**src/rtl/cam_fifo_reader.sv**
```systemverilog
// cam_fifo_reader: OV7670 + AL422B frame grabber.
// The FIFO is armed for exactly one frame between two VSYNC rising edges.
// The frame is then read back as RGB565 byte pairs, optionally decimated by
// 2^SCALE_LOG2 in both axes, and written out through a single-cycle pixel
// write port.
// Optional feature: define CAM_GRAY_EN to emit luma instead of RGB333.
module cam_fifo_reader #(
  parameter int IMG_W       = 320,
  parameter int IMG_H       = 240,
  parameter int SCALE_LOG2  = 1,
  parameter int ADDR_W      = 15,
  parameter int RRST_CYCLES = 4,
  parameter int MAX_FRAMES  = 0
) (
  input  logic              clk,
  input  logic              rst,
  input  logic              ov_vsync,
  input  logic [7:0]        cam_data,
  input  logic              work_en,
  output logic              fifo_wen,
  output logic              fifo_wrst,
  output logic              fifo_rrst,
  output logic              fifo_oe,
  output logic              rclk_en,
  output logic              px_we,
  output logic [ADDR_W-1:0] px_addr,
  output logic [8:0]        px_data,
  output logic              busy,
  output logic              frame_done,
  output logic [15:0]       frame_cnt
);

  localparam int X_W = (IMG_W > 1) ? $clog2(IMG_W) : 1;
  localparam int Y_W = (IMG_H > 1) ? $clog2(IMG_H) : 1;
  localparam int C_W = $clog2(RRST_CYCLES + 1);
  localparam int OUT_W = IMG_W >> SCALE_LOG2;
  localparam logic [31:0] SMASK = (32'd1 << SCALE_LOG2) - 32'd1;
  localparam logic [16:0] MAXF = 17'(MAX_FRAMES);

  typedef enum logic [2:0] {
    S_IDLE, S_ARM, S_CAP, S_RRST, S_RHI, S_RLO, S_DONE
  } state_t;

  state_t r_state, w_nxt;

  logic r_vs_meta, r_vs_sync, r_vs_prev, r_vs_rise;
  logic [C_W-1:0] r_rcnt;
  logic [X_W-1:0] r_x;
  logic [Y_W-1:0] r_y;
  logic [7:0] r_hi;
  logic r_we, r_wen, r_wrst, r_done;
  logic [ADDR_W-1:0] r_addr;
  logic [8:0] r_data;
  logic [15:0] r_fcnt;

  logic w_room, w_xlast, w_ylast, w_last, w_keep;
  logic w_busy, w_rclk, w_rrst;
  logic [ADDR_W-1:0] w_addr;
  logic [8:0] w_pix;

  assign w_room  = (MAX_FRAMES == 0) || ({1'b0, r_fcnt} < MAXF);
  assign w_xlast = (r_x == X_W'(IMG_W - 1));
  assign w_ylast = (r_y == Y_W'(IMG_H - 1));
  assign w_last  = w_xlast && w_ylast;
  assign w_keep  = ((32'(r_x) & SMASK) == 32'd0) && ((32'(r_y) & SMASK) == 32'd0);
  assign w_addr  = ADDR_W'((32'(r_y) >> SCALE_LOG2) * 32'(OUT_W) + (32'(r_x) >> SCALE_LOG2));

`ifdef CAM_GRAY_EN
  // Luma approximation: R5 + G6 + B5 fits in 7 bits, shifted up to 8-bit scale.
  logic [6:0] w_sum;
  assign w_sum = 7'(r_hi[7:3]) + 7'({r_hi[2:0], cam_data[7:5]}) + 7'(cam_data[4:0]);
  assign w_pix = {1'b0, w_sum, 1'b0};
`else
  // RGB333 keeps the top three bits of each RGB565 channel.
  logic w_unused;
  assign w_pix    = {r_hi[7:5], r_hi[2:0], cam_data[4:2]};
  assign w_unused = ^{r_hi[4:3], cam_data[7:5], cam_data[1:0]};
`endif

  // VSYNC synchroniser and registered rising-edge detect.
  always_ff @(posedge clk or negedge rst) begin
    if (!rst) begin
      r_vs_meta <= 1'b0;
      r_vs_sync <= 1'b0;
      r_vs_prev <= 1'b0;
      r_vs_rise <= 1'b0;
    end else begin
      r_vs_meta <= ov_vsync;
      r_vs_sync <= r_vs_meta;
      r_vs_prev <= r_vs_sync;
      r_vs_rise <= r_vs_sync & ~r_vs_prev;
    end
  end

  // State register.
  always_ff @(posedge clk or negedge rst) begin
    if (!rst) r_state <= S_IDLE;
    else      r_state <= w_nxt;
  end

  // Next-state logic and state-decoded FIFO read controls.
  always_comb begin
    w_nxt  = r_state;
    w_busy = 1'b1;
    w_rclk = 1'b0;
    w_rrst = 1'b1;
    unique case (r_state)
      S_IDLE: begin
        w_busy = 1'b0;
        if (work_en && w_room) w_nxt = S_ARM;
      end
      S_ARM:  if (r_vs_rise) w_nxt = S_CAP;
      S_CAP:  if (r_vs_rise) w_nxt = S_RRST;
      S_RRST: begin
        w_rrst = 1'b0;
        w_rclk = 1'b1;
        if (r_rcnt == C_W'(RRST_CYCLES - 1)) w_nxt = S_RHI;
      end
      S_RHI: begin
        w_rclk = 1'b1;
        w_nxt  = S_RLO;
      end
      S_RLO: begin
        w_rclk = 1'b1;
        w_nxt  = w_last ? S_DONE : S_RHI;
      end
      S_DONE: w_nxt = S_IDLE;
      default: w_nxt = S_IDLE;
    endcase
  end

  // Write-side FIFO strobes, readout counters, pixel output and frame count.
  always_ff @(posedge clk or negedge rst) begin
    if (!rst) begin
      r_rcnt <= '0;
      r_x    <= '0;
      r_y    <= '0;
      r_hi   <= '0;
      r_we   <= 1'b0;
      r_addr <= '0;
      r_data <= '0;
      r_wen  <= 1'b0;
      r_wrst <= 1'b1;
      r_done <= 1'b0;
      r_fcnt <= '0;
    end else begin
      r_we   <= 1'b0;
      r_wrst <= 1'b1;
      r_done <= 1'b0;
      r_rcnt <= '0;
      unique case (r_state)
        S_ARM: if (r_vs_rise) begin
          r_wrst <= 1'b0;
          r_wen  <= 1'b1;
        end
        S_CAP: if (r_vs_rise) r_wen <= 1'b0;
        S_RRST: begin
          r_rcnt <= r_rcnt + 1'b1;
          r_x    <= '0;
          r_y    <= '0;
        end
        S_RHI: r_hi <= cam_data;
        S_RLO: begin
          if (w_keep) begin
            r_we   <= 1'b1;
            r_addr <= w_addr;
            r_data <= w_pix;
          end
          if (w_xlast) begin
            r_x <= '0;
            r_y <= r_y + 1'b1;
          end else begin
            r_x <= r_x + 1'b1;
          end
        end
        S_DONE: begin
          r_done <= 1'b1;
          if (r_fcnt != 16'hFFFF) r_fcnt <= r_fcnt + 16'd1;
        end
        default: ;
      endcase
    end
  end

  assign fifo_wen   = r_wen;
  assign fifo_wrst  = r_wrst;
  assign fifo_rrst  = w_rrst;
  assign fifo_oe    = 1'b0;
  assign rclk_en    = w_rclk;
  assign px_we      = r_we;
  assign px_addr    = r_addr;
  assign px_data    = r_data;
  assign busy       = w_busy;
  assign frame_done = r_done;
  assign frame_cnt  = r_fcnt;

endmodule

```
**config.mk**
```make
export PLATFORM = sky130hd
export DESIGN_NAME = cam_fifo_reader
export DESIGN_NICKNAME = d
export VERILOG_FILES = /design/src/rtl/cam_fifo_reader.sv
export SDC_FILE = /design/constraint.sdc
export NUM_CORES = 1
export LEC_CHECK = 0
export BUFFER_PORTS_ARGS = -buffer_cell sky130_fd_sc_hd__buf_4
export CAP_MARGIN = 20
export CORE_MARGIN = 1.5
export CORE_UTILIZATION = 56
export DETAILED_ROUTE_END_ITERATION = 6
export PLACE_DENSITY = 0.87
export SYNTH_ARGS = -nofsm -noshare
export SYNTH_HDL_FRONTEND = slang
export SYNTH_SLANG_ARGS = --single-unit
```
**constraint.sdc**
```tcl
create_clock -name clk -period 3.9 [get_ports clk]
set_input_delay 0.39 -clock clk [delete_from_list [all_inputs] [get_ports clk]]
set_output_delay 0.39 -clock clk [all_outputs]
set_load 0.05 [all_outputs]
```
Yosys cells after proc, flatten, opt, wreduce, memory -nomap -nowiden:

Cells that the tools add are included.

* input port bits: 12
* output and inout port bits: 48
* logic and storage cells: 74
* flip-flop bits (word level): 79

* bitwise logic cells: 2
* multipliers: 1
* equality and inequality tests: 15
* reductions and logical operators: 13
* $add $sub $neg: 5
* muxes and demuxes: 22

Operators by type and width (number)
* $logic_not A32 Y1: 2
* $pmux W3 S6: 1
* $pmux W9 S2: 1
* $add A16 B1 Y16 const B: 1
* $ne A16 B16 Y1 const B: 1
* $pmux W8 S2: 1
* $add A15 B8 Y15: 1
* $mux W3: 5
* $mul A7 B3 Y10 const B: 1
* $mux W1: 10
* $ne A2 B2 Y1 const B: 5
* $add A9 B1 Y9 const B: 1
* $eq A3 B2 Y1 const B: 3
* $eq A3 B3 Y1 const B: 3
* $eq A9 B9 Y1 const B: 1
* $mux W9: 1
* $add A8 B1 Y8 const B: 1
* $eq A8 B8 Y1 const B: 1
* $mux W8: 1
* $reduce_and A2 Y1: 3
* $reduce_and A4 Y1: 1
* $reduce_bool A2 Y1: 2
* $add A3 B1 Y3 const B: 1
* $eq A3 B1 Y1 const B: 1
* 8 further kinds: 9

Longest topological paths before layout:

* word-level depth: 4
* gate-level depth with buffers: 8
* depth with buffers taken out: 8

Worst setup path after synthesis:

No wires, ideal clock.

* path type: register to register
* start point: reg r_y[2]
* end point: reg r_addr[13], in the netlist px_addr[13]
* slack: 1.219 ns
* stages on the path, launching flop included: 9
* data arrival time: 2.599 ns
* buffers on the path: 0
* data required time: 3.818 ns
* clock period less this slack: 2.681 ns
* library setup time: 0.082 ns
* cells stage by stage: dfrtp_1 -> ha_1 -> ha_1 -> fa_1 -> nand2_1 -> or2_2 -> nand2b_1 -> or4b_1 -> a31oi_1

* longest elaborated chain between the ends: 2

RTL lines
* start, declared: line 49 `logic [Y_W-1:0] r_y;`
* start signal, assigned: line 171 `r_y <= r_y + 1'b1;`
* $mul A7 B3 Y10: line 66 `assign w_addr = ADDR_W'((32'(r_y) >> SCALE_LOG2) * 32'(OUT_W) + (32'(r_x) >> SCALE_LOG2));`
* $add A15 B8 Y15: line 66
* end signal, assigned: line 166 `r_addr <= w_addr;`
* end, declared: line 52 `logic [ADDR_W-1:0] r_addr;`

No other way between the ends.
A chain may end at the register's enable or synchronous reset.

Final worst setup path:

Same ends and word-level chain as after synthesis.

==> impl_metrics.env <==
export IMPL_status="complete, but fails checks"
export IMPL_failed_checks="design-rule violations"
export IMPL_setup_total_negative_slack_ns=0
export IMPL_cts_tree="done"
export IMPL_route_met3_wl_um=488
export IMPL_nets=465
export IMPL_deepest_level_of_the_cts_h_tree=3
export IMPL_report_final_slew_viol_count=0
export IMPL_finalWorstPathRequiredPeriod_ns=2.82
export IMPL_cts_num_sinks=77
export IMPL_die_height_um=84.9
export IMPL_insertion_delay_ns=0.36
export IMPL_iteration_0_drc_markers=147
export IMPL_syn_area_um2=3750
export IMPL_seq_total_area_yosys_pct=51.3
export IMPL_wirelength_met1_um=3300
export IMPL_maxSlewHeadroom_pct=36.3
export IMPL_antenna_violating_nets_post_route=0
export IMPL_reg2regPathDepth=8
export IMPL_final_period_utilization_pct=72.3
export IMPL_cts_buffers_inserted=9
export IMPL_synth_enable_flop_cells=0
export IMPL_p_leak_uw=0.00222
export IMPL_route_top_layer_used="met4"
export IMPL_clock_skew_final_ns=0.00890
export IMPL_async_flop_share_pct=100
export IMPL_clk_path_buf_depth=2
export IMPL_max_slew_worst_pin_slew_ns=0.956
export IMPL_slowest_stage="sky130_fd_sc_hd__or4b_1"
export IMPL_fraction_of_layout_cells_with_a_size_suffix_above_1_pct=20.4
export IMPL_placement_io_buffers=58
export IMPL_fp_dieArea_um2=7210
export IMPL_ctsHoldBuffers=0
export IMPL_maxCapViolCount=0
export IMPL_cp_required_ns=4.17
export IMPL_synthesized_area_divided_by_synthesized_cell_count_um2=10.0
export IMPL_worst_path_largest_cell_delay_ns=0.51
export IMPL_cts_repair_timing_setup_buffer_count=0
export IMPL_critical_path_most_common_cell="sky130_fd_sc_hd__ha_1"
export IMPL_routed_via_density=5.57
export IMPL_number_of_warnings_reported_in_the_yosys_synthesis_log=0
export IMPL_gp_congestion=0.842
export IMPL_hold_path_endpoint="r_vs_meta"
export IMPL_grt_max_degree=78
export IMPL_antennaDiodeCount=0
export IMPL_clock_root_buffer="sky130_fd_sc_hd__clkbuf_8"
export IMPL_via_count=2864
export IMPL_cp_start_kind="flip-flop"
export IMPL_rr_endpoint="px_addr[13]"
export IMPL_grt_first_pass_wirelength_um=13300
export IMPL_power_density_nw_per_um2=485
export IMPL_dp_hpwl_um=5350
export IMPL_crit_path_cells="ha_1 -> ha_1 -> fa_1 -> xnor2_1 -> or2_2 -> nand2b_1 -> or4b_1 -> a31oi_1"
export IMPL_hold_worst_slack_ns=0.137
export IMPL_clk_transition_reported_paths_ns=0.08
export IMPL_number_of_nets_in_the_synthesized_netlist=406
export IMPL_timing_reg2reg_setup_slack_ns=1.08
export IMPL_fillcell_total=500
export IMPL_cts_resized_gates=0
export IMPL_grt_pass1_vias=2978
export IMPL_grt_antenna_before_repair=0
export IMPL_hp_class="input pin to flip-flop"
export IMPL_ys_types=51
export IMPL_dr_pass1_iters=7
export IMPL_ys_ff_latch=77
export IMPL_pin_count=60
export IMPL_critPathKind="flip-flop to flip-flop"
export IMPL_ys_dominant_reg_cell="sky130_fd_sc_hd__dfrtp_1"
export IMPL_grt_setup_unrepaired="no"
export IMPL_beginning_of_the_worst_hold_path="ov_vsync"
export IMPL_wl_um=7570
export IMPL_holdPathStages=1
export IMPL_routed_wire_length_per_instance_um=14.7
export IMPL_r2r_start="r_y[2]"
export IMPL_fmax_mhz=355
export IMPL_path_max_fanout=6
export IMPL_wl_met2_um=3660
export IMPL_die_width_um=84.9
export IMPL_report_final_hold_viol_count=0
export IMPL_groute_usage_overall_pct=23.3
export IMPL_standard_cell_core_area_um2=6420
export IMPL_total_overflow_reported_by_the_global_router=0
export IMPL_floorplan_initialDensity_pct=58.5
export IMPL_syn_inst=374
export IMPL_final_core_util_pct=69.0
export IMPL_vdd_ir_drop_worst_mv=0.382
export IMPL_totalPowerFinal_uw=2150
export IMPL_arrival_time_of_the_worst_setup_path_ns=3.09
export IMPL_finalSetupViolations=0
export IMPL_std_cell_rows=29
export IMPL_detail_route_drc_violations=4
export IMPL_worst_setup_path_end_kind="flip-flop"
export IMPL_p_r_area_growth_vs_syn_pct=18.0
## critical path, delay by kind of cell (launching register included)
kind / cells / cell delay, ns
DFF: 1 / 0.44
xor gates and xnor gates: 1 / 0.15
AOI/OAI and AO/OA: 1 / 0.16
adders and majority gates: 3 / 0.97
and+or+nand+nor: 3 / 1.01
## power by group
group / switching, µW / total, µW / internal [µW]
clock network: 294 / 586 / 292
logic: 396 / 576 / 180
registers: 89.4 / 989 / 899
total: 780 / 2150 / 1370
## sequential cells by signal, indices dropped and copies added, names as in the netlist
signal      flops
fifo_wen        1
fifo_wrst       1
frame_cnt      16
frame_done      1
px_addr        15
px_data         9
px_we           1
r_hi            6
r_rcnt          3
r_state         3
r_vs_meta       1
r_vs_prev       1
r_vs_rise       1
r_vs_sync       1
r_x             9
r_y             8
## cells in the mapped netlist (2+ instances only)
cell,instances,area (µm²)
sky130_fd_sc_hd__a211o_1,2,17.5
sky130_fd_sc_hd__a21o_1,3,22.5
sky130_fd_sc_hd__a21oi_1,10,50.1
sky130_fd_sc_hd__a31oi_1,5,31.3
sky130_fd_sc_hd__and2_1,2,12.5
sky130_fd_sc_hd__and3_1,8,50.1
sky130_fd_sc_hd__and4_1,2,17.5
sky130_fd_sc_hd__buf_2,3,15.0
sky130_fd_sc_hd__clkbuf_1,7,26.3
sky130_fd_sc_hd__dfrtp_1,76,1900
sky130_fd_sc_hd__fa_1,2,40.0
sky130_fd_sc_hd__ha_1,18,225
sky130_fd_sc_hd__inv_1,12,45.0
sky130_fd_sc_hd__mux2_2,7,78.8
sky130_fd_sc_hd__nand2_1,72,270
sky130_fd_sc_hd__nand2b_1,4,25.0
sky130_fd_sc_hd__nand3_1,13,65.1
sky130_fd_sc_hd__nand3b_1,3,22.5
sky130_fd_sc_hd__nand4_1,6,37.5
sky130_fd_sc_hd__nor2_1,22,82.6
sky130_fd_sc_hd__nor2b_1,3,18.8
sky130_fd_sc_hd__nor3_1,2,10.0
sky130_fd_sc_hd__nor3b_1,2,15.0
sky130_fd_sc_hd__o21a_1,2,15.0
sky130_fd_sc_hd__o21ai_0,30,150
sky130_fd_sc_hd__o31ai_1,3,22.5
sky130_fd_sc_hd__or2_2,3,18.8
sky130_fd_sc_hd__or3_1,6,37.5
sky130_fd_sc_hd__xnor2_1,16,140
sky130_fd_sc_hd__xor2_1,9,78.8
## how the worst max path moves through the flow
stage               cells after the start     endpoint   start  slack [ns]
finish                                  8  px_addr[13]  r_y[2]        1.08
global route                            8  px_addr[13]  r_y[4]        0.92
CTS                                     8  px_addr[13]  r_y[4]        1.06
detailed placement                      8  px_addr[13]  r_y[4]        1.08
global placement                        8  px_addr[13]  r_y[4]        1.16
floorplan                               8  px_addr[13]  r_y[2]        1.22
## through the flow
| step | std cells | setup slack, ns | area (µm²) |
|---|---|---|---|
| floorplan | 374 | 1.22 | 3750 |
| global placement | 499 | 1.16 | 4250 |
| detailed placement | 499 | 1.08 | 4250 |
| CTS | 514 | 1.06 | 4430 |
| global route | 514 | 0.924 | 4430 |
| finish | 514 | 1.08 | 4430 |
## logic make-up after synthesis
family          synth area share (%)
other cells                   0.0999
flops                           51.3
fa+ha+maj                       7.06
simple gates                    20.0
buf+inv                         2.60
compound gates                  11.0
xor+xnor                        5.83
mux                             2.10
## per-layer routing
layer / GRT usage, % / vias up
li1: - / 1410
met3: 8.17 / 11
met4: 8.94 / 0
met5: 0 / -
met2: 37.6 / 67
met1: 29.0 / 1376
## cells in the final DEF (no fill, tap or decap), types with 4 or more instances in the layout
cell,n
sky130_fd_sc_hd__nand2_1,72
sky130_fd_sc_hd__mux2_2,7
sky130_fd_sc_hd__nand3_1,13
sky130_fd_sc_hd__o21ai_0,30
sky130_fd_sc_hd__xnor2_1,16
sky130_fd_sc_hd__nor2_1,22
sky130_fd_sc_hd__and3_1,8
sky130_fd_sc_hd__ha_1,18
sky130_fd_sc_hd__clkbuf_8,9
sky130_fd_sc_hd__inv_1,12
sky130_fd_sc_hd__buf_4,59
sky130_fd_sc_hd__a21oi_1,10
sky130_fd_sc_hd__xor2_1,9
sky130_fd_sc_hd__dfrtp_1,76
sky130_fd_sc_hd__nand2b_1,4
sky130_fd_sc_hd__nand4_1,6
sky130_fd_sc_hd__or3_1,6
sky130_fd_sc_hd__a31oi_1,5
## layout make-up
cell class | count | area (µm²) | area share, %
Inverter | 13 | 48.8 | 1.10
Tap cell | 77 | 96.3 | 2.17
Clock inverter | 6 | 62.6 | 1.41
Multi-Input combinational cell | 273 | 1730 | 39.0
Sequential cell | 77 | 1930 | 43.5
Timing Repair Buffer | 59 | 443 | 9.99
Clock buffer | 9 | 124 | 2.80
Power figures use the tool's default switching activity.
